--- src/rtl/cla_serial_sub.sv ---
// Serial subtractor: a - b as a + ~b + 1, one nibble per clock on a single 4-bit CLA slice.
// Optional output saturation on signed overflow is enabled by defining CLA_SUB_SAT_EN.
module cla_serial_sub #(
   parameter int unsigned WIDTH = 16
) (
   input  logic             i_clk,
   input  logic             i_rst_n,
   input  logic             i_valid,
   output logic             o_ready,
   input  logic [WIDTH-1:0] i_a,
   input  logic [WIDTH-1:0] i_b,
   output logic             o_valid,
   input  logic             i_ready,
   output logic [WIDTH-1:0] o_diff,
   output logic             o_borrow,
   output logic             o_ovf,
   output logic             o_zero
);

   localparam int unsigned N     = WIDTH / 4;
   localparam int unsigned CNT_W = (N > 1) ? $clog2(N) : 1;
   localparam logic [CNT_W-1:0] LAST_NIB = CNT_W'(N - 1);

   typedef enum logic [1:0] {IDLE = 2'd0, RUN = 2'd1, DONE = 2'd2} state_t;

   state_t            state_q, state_d;
   logic [WIDTH-1:0]  a_q, a_d, b_q, b_d, diff_q, diff_d;
   logic              carry_q, carry_d;
   logic [CNT_W-1:0]  cnt_q, cnt_d;
   logic              borrow_q, borrow_d, ovf_q, ovf_d, zero_q, zero_d;
   logic              ready_q, ready_d, valid_q, valid_d;

   logic              load_c, step_c, last_c;
   logic [3:0]        nib_a_c, nib_b_c, p_c, g_c, sum_c;
   logic [4:0]        c_c;
   logic [WIDTH-1:0]  diff_raw_c, diff_fin_c;
   logic              ovf_c;

   // State register
   always_ff @(posedge i_clk) begin
      if (!i_rst_n) state_q <= IDLE;
      else          state_q <= state_d;
   end

   // Next-state logic
   always_comb begin
      state_d = state_q;
      case (state_q)
         IDLE:    if (i_valid) state_d = RUN;
         RUN:     if (cnt_q == LAST_NIB) state_d = DONE;
         DONE:    if (i_ready) state_d = IDLE;
         default: state_d = IDLE;
      endcase
   end

   // Control strobes decoded from the state
   always_comb begin
      load_c = 1'b0;
      step_c = 1'b0;
      last_c = 1'b0;
      case (state_q)
         IDLE: load_c = i_valid;
         RUN: begin
            step_c = 1'b1;
            last_c = (cnt_q == LAST_NIB);
         end
         default: ;
      endcase
   end

   // 4-bit carry-lookahead slice; operands shift right so the active nibble is always [3:0]
   always_comb begin
      nib_a_c = a_q[3:0];
      nib_b_c = ~b_q[3:0];
      p_c     = nib_a_c ^ nib_b_c;
      g_c     = nib_a_c & nib_b_c;
      c_c[0]  = carry_q;
      c_c[1]  = g_c[0] | (p_c[0] & c_c[0]);
      c_c[2]  = g_c[1] | (p_c[1] & g_c[0]) | (p_c[1] & p_c[0] & c_c[0]);
      c_c[3]  = g_c[2] | (p_c[2] & g_c[1]) | (p_c[2] & p_c[1] & g_c[0])
              | (p_c[2] & p_c[1] & p_c[0] & c_c[0]);
      c_c[4]  = g_c[3] | (p_c[3] & g_c[2]) | (p_c[3] & p_c[2] & g_c[1])
              | (p_c[3] & p_c[2] & p_c[1] & g_c[0])
              | (p_c[3] & p_c[2] & p_c[1] & p_c[0] & c_c[0]);
      sum_c   = p_c ^ c_c[3:0];
   end

   // On the last nibble a_q[3]/b_q[3] hold the original operand sign bits
   always_comb begin
      diff_raw_c = {sum_c, diff_q[WIDTH-1:4]};
      ovf_c      = (a_q[3] != b_q[3]) & (sum_c[3] != a_q[3]);
`ifdef CLA_SUB_SAT_EN
      if (ovf_c) diff_fin_c = a_q[3] ? {1'b1, {(WIDTH-1){1'b0}}} : {1'b0, {(WIDTH-1){1'b1}}};
      else       diff_fin_c = diff_raw_c;
`else
      diff_fin_c = diff_raw_c;
`endif
   end

   // Datapath next-state
   always_comb begin
      a_d      = a_q;
      b_d      = b_q;
      diff_d   = diff_q;
      carry_d  = carry_q;
      cnt_d    = cnt_q;
      borrow_d = borrow_q;
      ovf_d    = ovf_q;
      zero_d   = zero_q;
      if (load_c) begin
         a_d     = i_a;
         b_d     = i_b;
         carry_d = 1'b1;
         cnt_d   = '0;
      end
      if (step_c) begin
         a_d     = a_q >> 4;
         b_d     = b_q >> 4;
         carry_d = c_c[4];
         cnt_d   = cnt_q + CNT_W'(1);
         diff_d  = diff_raw_c;
         if (last_c) begin
            diff_d   = diff_fin_c;
            borrow_d = ~c_c[4];
            ovf_d    = ovf_c;
            zero_d   = (diff_raw_c == '0);
         end
      end
      ready_d = (state_d == IDLE);
      valid_d = (state_d == DONE);
   end

   always_ff @(posedge i_clk) begin
      if (!i_rst_n) begin
         a_q      <= '0;
         b_q      <= '0;
         diff_q   <= '0;
         carry_q  <= 1'b0;
         cnt_q    <= '0;
         borrow_q <= 1'b0;
         ovf_q    <= 1'b0;
         zero_q   <= 1'b0;
         ready_q  <= 1'b1;
         valid_q  <= 1'b0;
      end else begin
         a_q      <= a_d;
         b_q      <= b_d;
         diff_q   <= diff_d;
         carry_q  <= carry_d;
         cnt_q    <= cnt_d;
         borrow_q <= borrow_d;
         ovf_q    <= ovf_d;
         zero_q   <= zero_d;
         ready_q  <= ready_d;
         valid_q  <= valid_d;
      end
   end

   assign o_ready  = ready_q;
   assign o_valid  = valid_q;
   assign o_diff   = diff_q;
   assign o_borrow = borrow_q;
   assign o_ovf    = ovf_q;
   assign o_zero   = zero_q;

endmodule

--- config.mk ---
export PLATFORM = sky130hd
export DESIGN_NAME = cla_serial_sub
export DESIGN_NICKNAME = d
export VERILOG_FILES = /design/src/rtl/cla_serial_sub.sv
export SDC_FILE = /design/constraint.sdc
export NUM_CORES = 1
export LEC_CHECK = 0
export CELL_PAD_IN_SITES_DETAIL_PLACEMENT = 1
export CELL_PAD_IN_SITES_GLOBAL_PLACEMENT = 1
export CORE_ASPECT_RATIO = 0.75
export CORE_MARGIN = 2
export CORE_UTILIZATION = 35
export CTS_CLUSTER_SIZE = 25
export DETAILED_ROUTE_END_ITERATION = 8
export DONT_BUFFER_PORTS = 1
export PLACE_DENSITY = 0.7
export SLEW_MARGIN = 20
export SYNTH_ARGS = -nofsm -noshare
export SYNTH_HDL_FRONTEND = slang
export SYNTH_SLANG_ARGS = --single-unit
--- constraint.sdc ---
create_clock -name i_clk -period 1.4 [get_ports i_clk]
set_input_delay 0.14 -clock i_clk [delete_from_list [all_inputs] [get_ports i_clk]]
set_output_delay 0.14 -clock i_clk [all_outputs]
set_load 0.005 [all_outputs]
==> flow_metrics.tcl <==
set metrics [dict create \
    num_rows 26 \
    yosys-top-cells-area "dfxtp_1 (47%), nand2_1 (12%), a311oi_1 (8.1%)" \
    grt_max_degree 41 \
    clock-sinks 58 \
    first_pass_iters 4 \
    antenna_cells 0 \
    syn_area_um2 2480 \
    fin_cells 442 \
    wl_met1_um 3660 \
    clkPwrFrac 0.366 \
    slew_violations 0 \
    syn_area_per_cell_um2 8.30 \
    leakage_nw 1.34 \
    port_buffers 0 \
    grt_pass1_vias 2337 \
    cts_max_path_buffers 2 \
    ys_types 37 \
    die_w_um 101 \
    synth.largest_area_cell "dfxtp_1" \
    synthFlopType "dfxtp_1" \
    root_buffer "clkbuf_8" \
    setup_violations 6 \
    yosys_register_bits 58 \
    seq_area_um2 1160 \
    grt_pass1_wl_um 11400 \
    finalCritPeriodShare 1.19 \
    seq_area_frac_synth 0.468 \
    crit_required_ns 1.63 \
    antenna_found_initial 0 \
    synthAdderAreaFrac 0.0333 \
    drtIter0Drc 92 \
    powerDensity_nw_per_um2 1270 \
    clk-insertion-delay-late_ns 0.35 \
    dp_hpwl_um 4700 \
    synth_top_family_by_area "simple AND/OR/NAND/NOR gates" \
    highest_layer "met4" \
    route.met3.wl_um 296 \
    drc 0 \
    switching_share 0.284 \
    synth-compound-area-share 0.182 \
    synthesis.nets 341 \
    synth-edff-count 0 \
    hp-class "in2reg" \
    synth-simple-area-share 0.223 \
    vias 2318 \
    violations "negative setup slack" \
    wl_met2_um 3510 \
    num-fill-cells 810 \
    yosysWarnings 0 \
    cts_tree "done" \
    postLayoutCoreUtil 0.504 \
    seqPwrFrac 0.424 \
    power.switching_mw 1.24 \
    tightest_slew_ns 0.573 \
    crit_path_max_fanout 4 \
    totalWireLength_um 7540 \
    htreeDepth 3 \
    coreArea_um2 6830 \
    hold_viol_final 0 \
    setup-tns-final_ns -0.671 \
    synth_top_area_frac 0.468 \
    clock_skew_ns 0.0111 \
    final.setup.worst_slack_ns -0.271 \
    viasPerCell 5.24 \
    grt_usage 0.188 \
    synthMuxAreaShare 0.0282 \
    place_congestion 0.779 \
    cellInternalPower_mw 3.13 \
    status "finished, violations left" \
    clk_pin_slew_ns 0.07 \
    vdd_drop_max_mv 0.555 \
    slew_headroom 0.618 \
    area_growth_pct 38.9 \
    placed_cells 389 \
    rsz0062_at_grt "true" \
    numCtsBuffers 9 \
    cp_data_arrival_time_ns 1.90 \
    drt-wirelength-per-cell_um 17.0 \
    final_common_cell "nand2_1" \
    fmax_ghz 0.598 \
    maxCapViolCount 0 \
    multi_input_area_um2 1330 \
    critPathKind "reg2reg" \
    end_kind "flip-flop" \
    dieArea_um2 7790 \
    syn_inst 299 \
    setup.worst_path.start_class "flip-flop" \
    drive_above_1_share 0.209 \
    ant_nets 0 \
    ys_async_sr_fraction 0 \
    most-common-layout-cells "nand2_1 (76), dfxtp_1 (56), nor2_1 (40), dlygate4sd3_1 (33), a311oi_1 (23)" \
    fin_nets 395 \
    grt_overflow 0 \
    period_needed_ns 1.67 \
    die_h_um 76.9 \
    num_io_pins 57 \
    synthXorXnorAreaFrac 0.0106 \
    combPwrFrac 0.210 \
    initial_core_util 0.363 \
    place_ws_ns -0.230 \
]
## worst max-delay path, cell delays in order, from the launching register on
cell and delay [ns]:
dfxtp_2 0.33, inv_2 0.08, ha_4 0.21, a211oi_4 0.27
buf_6 0.16, o21bai_4 0.07, buf_4 0.14, xnor2_1 0.18
o21ai_1 0.12
## power by group through the flow
stage | Clock, mW | Sequential [mW] | Combinational, mW
after floorplan | 0 | 1.86 | 0.472
after global placement | 0 | 1.88 | 0.655
after detailed placement | 0 | 1.88 | 0.674
after CTS | 1.63 | 1.85 | 0.797
after global routing | 1.72 | 1.87 | 0.997
final | 1.60 | 1.85 | 0.917
## path summary, 6_finish.rpt
path	from	to	slack, ns	depth (start not counted)
min reg2reg	b_q[10]	b_q[6]	0.47	2
max reg2reg	b_q[0]	o_zero	-0.27	8
max	b_q[0]	o_zero	-0.27	8
min	i_rst_n	a_q[13]	0.03	2
## cell families (layout without fill, tap and decap cells)
kind of cell,after synthesis,count (layout)
xor+xnor,3,3
simple gates,134,134
fa+ha+maj,6,6
mux,7,7
buf+inv,27,86
compound gates,64,64
flops,58,58
## timing repair
| action | 4_1_cts | 5_1_grt |
|---|---|---|
| gates resized for setup | 6 | 23 |
| pin swaps | 2 | 9 |
| hold buffers | 32 | 1 |
| gates cloned | 0 | 2 |
| endpoints found under the hold margin | 37 | 1 |
| endpoints found under the setup margin | 6 | 18 |
| setup buffers | 0 | 2 |
## metrics by stage
step	power (mW)	hold slack, ns	area [um^2]
floorplan	2.34	0.279	2500
global placement	2.53	0.282	2740
detailed placement	2.55	0.295	2740
CTS	4.28	0.000739	3310
global route	4.59	0.0524	3450
finish	4.37	0.0332	3450
## layout make-up
class	instances	area share
timing repair buffer	63	0.180
tap	84	0.0305
multi-input combinational	214	0.385
clock inverter	5	0.0153
clock buffer	11	0.0439
sequential	58	0.338
inverter	7	0.00763
## per-layer routing
layer | track usage | vias to the layer above
li1 | - | 1140
met1 | 0.244 | 1129
met2 | 0.295 | 41
met3 | 0.0684 | 8
met4 | 0.0527 | 0
met5 | 0 | -
## sequential cells by signal (all words and copies together), names as in the netlist
name / cells
o_diff: 16
carry_q: 1
state_q: 2
b_q: 16
o_borrow: 1
o_ready: 1
o_ovf: 1
o_zero: 1
cnt_q: 2
a_q: 16
o_valid: 1
## synthesized netlist by cell type, types with 3 or more instances
cell type / number
nand2_1: 77
dfxtp_1: 58
nor2_1: 41
a21oi_1: 25
a311oi_1: 23
buf_2: 10
mux2i_1: 7
clkbuf_1: 6
inv_1: 6
ha_1: 5
nand3_1: 4
o21ai_0: 4
xnor2_1: 3
Power figures use the tool's default switching activity.
